--- config.mk ---
export PLATFORM = sky130hd
export DESIGN_NAME = mem_bus_sequencer
export DESIGN_NICKNAME = d
export VERILOG_FILES = /design/src/rtl/mem_bus_sequencer.sv
export SDC_FILE = /design/constraint.sdc
export NUM_CORES = 1
export LEC_CHECK = 0
export ABC_AREA = 1
export BUFFER_PORTS_ARGS = -buffer_cell sky130_fd_sc_hd__buf_4
export CORE_MARGIN = 4
export CORE_UTILIZATION = 35
export DETAILED_ROUTE_END_ITERATION = 6
export MAX_ROUTING_LAYER = met4
export SKIP_CTS_REPAIR_TIMING = 1
export SLEW_MARGIN = 40
export SYNTH_ARGS = -nofsm -noshare
export SYNTH_HDL_FRONTEND = slang
export SYNTH_SLANG_ARGS = --single-unit
--- constraint.sdc ---
create_clock -name Clock -period 2.4 [get_ports Clock]
set_input_delay 0.48 -clock Clock [delete_from_list [all_inputs] [get_ports Clock]]
set_output_delay 0.48 -clock Clock [all_outputs]
set_load 0.1 [all_outputs]
--- src/rtl/mem_bus_sequencer.sv ---
// -----------------------------------------------------------------------------
// mem_bus_sequencer
//
// Owns the shared multiplexed address/data memory bus. Two requesters
// (instruction fetch, data load/store) are arbitrated round-robin. The winner
// then runs one fixed-phase bus cycle:
//   ADDR -> HOLD -> ACCESS (1 + WAIT_STATES cycles) -> CAPTURE -> TURN.
// Every pad and memory strobe is a flop output. Each flop's next value is
// decoded from the *next* state, so the strobes line up with the state they
// belong to.
//
// Handshake (both requesters):
//   Req is raised with its address/data and held until the matching Ack.
//   Ack is a one-cycle pulse in the TURN cycle. Address, wdata and DataWrite
//   are captured at the grant, so later changes have no effect on the cycle.
//   A Req dropped early still completes and still gets its Ack.
//
// Ports:
//   Clock, Reset             rising-edge clock, synchronous active-high reset
//   FetchReq/Addr/Ack/Data   instruction fetch requester (always a read)
//   DataReq/Write/Addr/Wdata data requester request side
//   DataAck/Rdata            data requester completion side
//   AdOut, AdIn              pad output value / pad input value
//   MemEn, ENB               pad output enable / pad input enable
//   ALE, nME, nOE, nWE       address latch, memory/output/write enables (n = low)
//   Busy                     high whenever the sequencer is not IDLE
//   DbgState                 current FSM state (state_t encoding)
//
// DW must equal AW: the address and the data share the same pads.
// -----------------------------------------------------------------------------
`timescale 1ns/1ps
module mem_bus_sequencer #(
    parameter int WAIT_STATES = 0,
    parameter int AW          = 16,
    parameter int DW          = 16
) (
    input  logic          Clock,
    input  logic          Reset,
    input  logic          FetchReq,
    input  logic [AW-1:0] FetchAddr,
    output logic          FetchAck,
    output logic [DW-1:0] FetchData,
    input  logic          DataReq,
    input  logic          DataWrite,
    input  logic [AW-1:0] DataAddr,
    input  logic [DW-1:0] DataWdata,
    output logic          DataAck,
    output logic [DW-1:0] DataRdata,
    output logic [DW-1:0] AdOut,
    input  logic [DW-1:0] AdIn,
    output logic          MemEn,
    output logic          ENB,
    output logic          ALE,
    output logic          nME,
    output logic          nOE,
    output logic          nWE,
    output logic          Busy,
    output logic [2:0]    DbgState
);

    typedef enum logic [2:0] {
        ST_IDLE    = 3'd0,
        ST_ADDR    = 3'd1,
        ST_HOLD    = 3'd2,
        ST_ACCESS  = 3'd3,
        ST_CAPTURE = 3'd4,
        ST_TURN    = 3'd5
    } state_t;

    typedef enum logic {
        OWN_FETCH = 1'b0,
        OWN_DATA  = 1'b1
    } owner_t;

    localparam logic [3:0] WAIT_CNT = 4'(WAIT_STATES);

    // Transaction state
    state_t        state_q, state_d;
    owner_t        owner_q, owner_d;
    owner_t        last_q, last_d;
    logic [AW-1:0] addr_q, addr_d;
    logic          wr_q, wr_d;
    logic [DW-1:0] wdata_q, wdata_d;
    logic [3:0]    cnt_q, cnt_d;

    // Registered outputs
    logic          fetch_ack_q, fetch_ack_d;
    logic          data_ack_q, data_ack_d;
    logic [DW-1:0] fetch_data_q, fetch_data_d;
    logic [DW-1:0] data_rdata_q, data_rdata_d;
    logic [DW-1:0] ad_out_q, ad_out_d;
    logic          mem_en_q, mem_en_d;
    logic          enb_q, enb_d;
    logic          ale_q, ale_d;
    logic          n_me_q, n_me_d;
    logic          n_oe_q, n_oe_d;
    logic          n_we_q, n_we_d;
    logic          busy_q, busy_d;

    always_comb begin
        state_d      = state_q;
        owner_d      = owner_q;
        last_d       = last_q;
        addr_d       = addr_q;
        wr_d         = wr_q;
        wdata_d      = wdata_q;
        cnt_d        = cnt_q;
        fetch_data_d = fetch_data_q;
        data_rdata_d = data_rdata_q;

        // ---------------- next-state / transaction capture ----------------
        case (state_q)
            ST_IDLE: begin
                if (FetchReq || DataReq) begin
                    // Data wins if it is alone, or on a tie when fetch went last.
                    if (DataReq && (!FetchReq || last_q == OWN_FETCH)) begin
                        owner_d = OWN_DATA;
                        addr_d  = DataAddr;
                        wr_d    = DataWrite;
                        wdata_d = DataWdata;
                    end else begin
                        owner_d = OWN_FETCH;
                        addr_d  = FetchAddr;
                        wr_d    = 1'b0;
                    end
                    last_d  = owner_d;
                    state_d = ST_ADDR;
                end
            end
            ST_ADDR: state_d = ST_HOLD;
            ST_HOLD: begin
                cnt_d   = WAIT_CNT;
                state_d = ST_ACCESS;
            end
            ST_ACCESS: begin
                if (cnt_q == 4'd0) begin
                    state_d = ST_CAPTURE;
                end else begin
                    cnt_d = cnt_q - 4'd1;
                end
            end
            ST_CAPTURE: begin
                state_d = ST_TURN;
                // Read data is taken at the end of CAPTURE, into the owner's register.
                if (!wr_q) begin
                    if (owner_q == OWN_FETCH) begin
                        fetch_data_d = AdIn;
                    end else begin
                        data_rdata_d = AdIn;
                    end
                end
            end
            ST_TURN: state_d = ST_IDLE;
            default: state_d = ST_IDLE;
        endcase

        // ---------------- strobe decode for the state being entered ----------------
        fetch_ack_d = 1'b0;
        data_ack_d  = 1'b0;
        ad_out_d    = ad_out_q;
        mem_en_d    = 1'b0;
        enb_d       = 1'b0;
        ale_d       = 1'b0;
        n_me_d      = 1'b1;
        n_oe_d      = 1'b1;
        n_we_d      = 1'b1;
        busy_d      = (state_d != ST_IDLE);

        case (state_d)
            ST_ADDR: begin
                mem_en_d = 1'b1;
                ad_out_d = DW'(addr_d);
                ale_d    = 1'b1;
            end
            ST_HOLD: begin
                mem_en_d = 1'b1;
                ad_out_d = DW'(addr_d);
                n_me_d   = 1'b0;
            end
            ST_ACCESS: begin
                n_me_d = 1'b0;
                if (wr_d) begin
                    mem_en_d = 1'b1;
                    ad_out_d = wdata_d;
                    n_we_d   = 1'b0;
                end else begin
                    n_oe_d = 1'b0;
                    enb_d  = 1'b1;
                end
            end
            ST_CAPTURE: begin
                n_me_d = 1'b0;
                if (wr_d) begin
                    // nWE already released; keep driving data as write hold time.
                    mem_en_d = 1'b1;
                    ad_out_d = wdata_d;
                end else begin
                    n_oe_d = 1'b0;
                    enb_d  = 1'b1;
                end
            end
            ST_TURN: begin
                fetch_ack_d = (owner_d == OWN_FETCH);
                data_ack_d  = (owner_d == OWN_DATA);
            end
            default: ;
        endcase
    end

    always_ff @(posedge Clock) begin
        if (Reset) begin
            state_q      <= ST_IDLE;
            owner_q      <= OWN_FETCH;
            last_q       <= OWN_DATA;
            addr_q       <= '0;
            wr_q         <= 1'b0;
            wdata_q      <= '0;
            cnt_q        <= '0;
            fetch_ack_q  <= 1'b0;
            data_ack_q   <= 1'b0;
            fetch_data_q <= '0;
            data_rdata_q <= '0;
            ad_out_q     <= '0;
            mem_en_q     <= 1'b0;
            enb_q        <= 1'b0;
            ale_q        <= 1'b0;
            n_me_q       <= 1'b1;
            n_oe_q       <= 1'b1;
            n_we_q       <= 1'b1;
            busy_q       <= 1'b0;
        end else begin
            state_q      <= state_d;
            owner_q      <= owner_d;
            last_q       <= last_d;
            addr_q       <= addr_d;
            wr_q         <= wr_d;
            wdata_q      <= wdata_d;
            cnt_q        <= cnt_d;
            fetch_ack_q  <= fetch_ack_d;
            data_ack_q   <= data_ack_d;
            fetch_data_q <= fetch_data_d;
            data_rdata_q <= data_rdata_d;
            ad_out_q     <= ad_out_d;
            mem_en_q     <= mem_en_d;
            enb_q        <= enb_d;
            ale_q        <= ale_d;
            n_me_q       <= n_me_d;
            n_oe_q       <= n_oe_d;
            n_we_q       <= n_we_d;
            busy_q       <= busy_d;
        end
    end

    assign FetchAck  = fetch_ack_q;
    assign DataAck   = data_ack_q;
    assign FetchData = fetch_data_q;
    assign DataRdata = data_rdata_q;
    assign AdOut     = ad_out_q;
    assign MemEn     = mem_en_q;
    assign ENB       = enb_q;
    assign ALE       = ale_q;
    assign nME       = n_me_q;
    assign nOE       = n_oe_q;
    assign nWE       = n_we_q;
    assign Busy      = busy_q;
    assign DbgState  = state_q;

endmodule

==> impl_results.md, run 1 <==
- Outcome: complete, no violations
- Via count: between 4000 and 5000
- Post-Syn Area per Cell: approximately 6.8 um2
- Ports: approximately 130
- Final min period: between 2 and 2.5 ns
- Slew HR: 47.6%
- Simple-Gate Fraction of Synth Area: between 30% and 40%
- Antenna Nets Post-Route: 0
- Fmax: 469 MHz
- Most frequent cell after synthesis: nand2_1
- Final Slew Violations: 0
- Crit start category: flop
- Max-cap violation count: 0
- Skew final: 0.00798 ns
- FP Rows: 40
- Met3 wire length: slightly above 900 um
- Port Buf Inserts: 128
- Largest family of logic cells by synthesized area: simple AND/OR/NAND/NOR gates
- Mapped Cells: around 650
- Worst-Margin Slew: just under 0.8 ns
- RSZ-0062 raised after global routing: false
- Type of destination of the critical path: flop
- Layout area overhead: 30.0%
- Synth cell types: 30
- Final period util: 88.9%
- Sequential area share after synthesis: ~45%
- Critical-path maximum fanout: 17
- Die height: approximately 120 um
- 1st-iter DRT viols: 341
- Area share of the largest cell type after synthesis: approximately 45%
- Peak supply drop: around 0.00038 V
- CTS tree: yes
- Setup CP Type: flop to flop
- Clock-pin slew on the worst setup and hold paths: roughly 0.070 ns
- Post-synthesis mux area share: 0%
- Top sig layer: met4
- Post-synthesis async set-or-reset flop share: 0%
- Mapped cell area: 0.00443 mm2
- Compound-Gate Fraction of Synth Area: 8.25%
- Final setup fails: 0
- Hold WC Path Type: primary input to flop
- Root buffer cell: clkbuf_16
- Warnings from Yosys: 0
- Cell area after placement: roughly 0.0055 mm2
- Core area: 0.0122 mm2
- Die Width: 120 um
- Top post-synthesis cells by area: dfxtp_1, nand2_1, nand3_1
- Hpwl dp: ~9400 um
- Largest net degree at the start of global routing: 51
- Routed Wire Length: approximately 13000 um
- Initial antenna violation count: 0
- Share of layout cells above drive strength 1: between 20% and 30%
- TritonRoute pass-1 iters: 4
- H-tree Lvls: 3
- Adder-Cell Fraction of Synth Area: less than 1%
- Hold Vio Cnt, Final: 0
- Clk sinks: 99
- Initial Util: 36.3%
- Setup TNS: 0 ns
- Total gr overflow: 0
- ANT cells: 0
- Total GRT Usage: 18.3%
- First-pass GRT wire length: 20800 um
- Number of global-route vias before repair: 4161
- Fin nets: 831
- Commonest cells post-synth: nand2_1, dfxtp_1, nor2_1
- Net count after synthesis: about 720
- Metal-1 WL: 6000 um
- Met2 routed WL: roughly 5700 um
- EDFF count, synth: 0
- GPL Wtd Cong: 0.841
- Max Root-Sink Buffers: 2
- Die area: between 0.01 and 0.015 mm2
- Post-synth top flop: dfxtp_1
- Yosys top cell by area: dfxtp_1
- Yosys reg bits: roughly 100
- Num CTS Buffers: 9
- WP data arrival: around 2.4 ns
- Number of vias per cell: approximately 4.6
- Synth Area in XOR/XNOR: 0%
- Drc violations: 0
- Worst skew pair latency: 0.34 ns
- Leakage: 0.00289 uW
- Power Dens Cells: 952 mW/mm2
- CP required: between 2 and 3 ns
- Design Area, Final: approximately 0.0058 mm2
- Routed WL per cell: about 14 um
-- sequential cells by signal, indices dropped and copies added (netlist names), 3 cells and up --
signal	cells
DbgState	3
cnt_q	4
addr_q	16
AdOut	16
DataRdata	16
FetchData	16
wdata_q	16
-- cells by family after synthesis --
kind of cell,count (synthesis)
AND/OR/NAND/NOR,367
buffers and inverters,118
flip-flops,99
AO/OA/AOI/OAI,62
adder cells (fa/ha/maj),1
-- area by class of cell --
cell class              instances  area (um2)
inverters                      86         323
well taps                     168         210
clock buffers                  10         229
repair buffers                135        1010
flip-flops and latches         99        1980
multi-input cells             430        1950
fillers                      1322        6450
clock inverters                 6        48.8
-- metal layers --
metal / vias to the layer above / GRT usage, %
met4: 0 / 5.24
met1: 1935 / 24.8
met5: - / -
met3: 12 / 4.26
li1: 2229 / -
met2: 137 / 27.6
-- per-stage QoR --
stage               std cells  hold slack [ns]  setup WS (ns)  total power (uW)  util [%]
CTS                       934            0.389          0.278              5520      47.2
floorplan                 647            0.429          0.240              3640         -
detailed placement        918            0.449          0.255              4160      44.9
global route              934            0.405         0.0576              5800      47.2
finish                    934            0.401          0.267              5480      47.2
global placement          918            0.441          0.296              4140      44.9
-- cell usage in the layout, fill, tap and decap left out, drive strengths merged --
cell type,instances
a211oi,1
a21boi,15
a21oi,25
a41oi,1
buf,135
clkbuf,10
clkinv,1
clkinvlp,3
dfxtp,99
ha,1
inv,88
nand2,181
nand3,85
nand3b,2
nand4,1
nor2,94
nor3,2
nor3b,1
o21ai,20
or2,1
-- critical path: stages (launching register included) --
cell	delay, ns
dfxtp_1	0.39
inv_1	0.08
nand2_1	0.06
nor2_2	0.60
nand2_2	0.41
nand2_1	0.18
nand3_1	0.12
nand2_1	0.10
nor2_1	0.04
nor2_1	0.09
-- power by group --
part | internal (uW) | switching (uW) | leakage [uW]
logic | 538 | 1640 | 0.00195
clock network | 713 | 644 | 0.000126
registers | 1850 | 102 | 0.000810
-- worst paths after layout --
kind | startpoint | end | slack (ns) | cells past startpoint
setup reg to reg | DbgState[0] | AdOut[10] | 0.27 | 9
setup / recovery | DbgState[0] | AdOut[10] | 0.27 | 9
hold / removal | AdIn[2] | DataRdata[2] | 0.40 | 3
hold reg to reg | last_q | last_q | 0.47 | 2
Power figures use the tool's default switching activity.
==> run 2, diff against run 1 <==
- RECOVER_POWER: default -> 25
- clock period: 2.4 -> 2.3 ns (I/O delays scaled with it)
==> run 2 against run 1 <==
Sequential share of layout area increased by 0.48 points. Core utilization decreased by 0.65 points. Via count increased by 0.44%. Cell count unchanged. Sequential cell count unchanged. Critical path depth decreased by 8. Routed wire length decreased by 0.42%. Sequential power increased by 4%. Clock power increased by 11%. Largest cell class unchanged. Largest power group unchanged.
==> impl_results.md, run 2 (synthesis gave the netlist of run 1 again) <==
- Via count: approximately 4300
- Filler instances: around 1300
- Num CTS Buffers: 9
- TritonRoute pass-1 iters: 5
- Skew final: between 0.006 and 0.007 ns
- Met2 GRT Util: around 27%
- Type of destination of the critical path: primary output
- Share of layout cells above drive strength 1: between 20% and 30%
- 1st-iter DRT viols: 295
- Initial Util: between 30% and 40%
- Total GRT Usage: about 18%
- Number of vias per cell: about 4.6
- Routed Wire Length: roughly 13000 um
- Outcome: complete, no violations
- Most frequent cells in the layout: nand2_1, dfxtp_1, buf_4
- Worst-Margin Slew: approximately 1.2 ns
- CP required: ~1.8 ns
- Hpwl dp: between 9000 and 10000 um
- Clock-pin slew on the worst setup and hold paths: approximately 0.080 ns
- Largest net degree at the start of global routing: between 50 and 60
- Power Internal: about 3200 uW
- ANT cells: 0
- Crit start category: flop
- Crit-path slowest cell: clkbuf_1
- Root buffer cell: clkbuf_16
- RSZ-0062 raised after global routing: false
- Hold Slack: between 0.3 and 0.4 ns
- Leakage: 0.00286 uW
- Ports: roughly 130
- GPL Wtd Cong: roughly 0.83
- FP Rows: 40
- Final Slew Violations: 0
- Core area: 0.0122 mm2
- Number of global-route vias before repair: 4080
- Fmax: ~500 MHz
- Hold WC Path Type: primary input to flop
- Cell Chain, Critical Path: clkbuf_1
- Total gr overflow: 0
- Combinational power share: 38.8%
- Final setup fails: 0
- Layout area overhead: 28.2%
- Met1 usage: approximately 25%
- Critical-path maximum fanout: 1
- Max Root-Sink Buffers: 2
- Buf+Inv Stages, Crit Path: 1
- Die height: roughly 120 um
- Hold Vio Cnt, Final: 0
- Port Buf Inserts: 128
- Setup CP Type: flop to primary output
- Crit path max-delay family: buffers and inverters
- Met3 GRT Util: 3.46%
- Drc violations: 0
- Sequential share of power: approximately a third
- Sw frac: between 40% and 50%
- Worst skew pair latency: roughly 0.35 ns
- Final period util: between 80% and 90%
- Antenna Nets Post-Route: 0
- Slew HR: ~22%
- Initial antenna violation count: 0
- Clk sinks: 99
- Max-cap violation count: 0
- Power Dens Cells: ~1000 mW/mm2
- Die area: between 0.01 and 0.015 mm2
- Clk pwr share: 26.0%
- WP data arrival: about 1.5 ns
- Final min period: 2.00 ns
- First-pass GRT wire length: about 21000 um
- H-tree Lvls: 3
- Slowest Stage Delay on Critical Path: around 0.87 ns
- Setup TNS: 0 ns
- CTS tree: yes
- Die Width: around 120 um
- Gr busiest metal: met2
- Commonest non-fill, non-tap cell in the layout: nand2_1
- Sw power: approximately 2600 uW
- Fin nets: between 800 and 900
- Routed WL per cell: about 14 um
- Peak supply drop: 0.000430 V
[run 2: changes by cell type in the layout (fill, tap and decap cells not counted)]
cell,change
clkinvlp_4,-2
clkbuf_2,+31
inv_6,+2
buf_1,+1
buf_4,-36
inv_8,+2
nor2_4,+1
clkinv_4,-1
nor2_2,-1
clkbuf_1,+3
[run 2: power groups by stage]
stage	logic (uW)	registers (uW)	clock network, uW
2_1_floorplan	925	2880	0
3_3_place_gp	2250	2070	0
3_5_place_dp	2260	2080	0
4_1_cts	2270	2040	1520
5_1_grt	2440	2060	1600
6_report	2250	2030	1510
[run 2: worst paths after layout]
| path | startpoint | end | slack, ns | cells after the start |
|---|---|---|---|---|
| hold / removal | AdIn[7] | DataRdata[7] | 0.37 | 3 |
| hold reg to reg | FetchData[13] | FetchData[13] | 0.47 | 2 |
| setup reg to reg | DbgState[1] | AdOut[14] | 0.45 | 9 |
| setup / recovery | FetchAck | FetchAck | 0.30 | 1 |
[run 2: routing by layer]
metal | part of all wire [%] | wire length, um
met1 | 49 | 6330
met5 | 0 | 0
met2 | 44 | 5690
met4 | 1.2 | 149
met3 | 4.8 | 619
[run 2: worst register-to-register path, stage by stage, from the launching register on]
cell	delay, ns
dfxtp_1	0.36
inv_1	0.11
nand2_1	0.10
nor2_4	0.37
nand2_2	0.35
nand2_1	0.15
nand2_1	0.09
o21ai_1	0.14
nor2_1	0.05
nor2_1	0.09
[run 2: metrics by stage]
step / setup WS, ns / instances / total power (uW) / area (um2) / utilization [%]
6_report: 0.301 / 934 / 5780 / 5680 / 46.5
5_1_grt: 0.255 / 934 / 6090 / 5680 / 46.5
4_1_cts: 0.172 / 934 / 5830 / 5770 / 47.3
3_5_place_dp: 0.208 / 918 / 4340 / 5480 / 44.9
3_3_place_gp: 0.209 / 918 / 4320 / 5480 / 44.9
2_1_floorplan: 0.140 / 647 / 3800 / 4430 / -
[run 2: area by class of cell]
cell class,instances,area (um2),share of cell area [%]
flip-flops and latches,99,1980,34.9
inverters,86,323,5.68
clock buffers,9,225,3.97
repair buffers,135,917,16.1
well taps,168,210,3.70
multi-input cells,430,1960,34.5
clock inverters,7,65.1,1.15
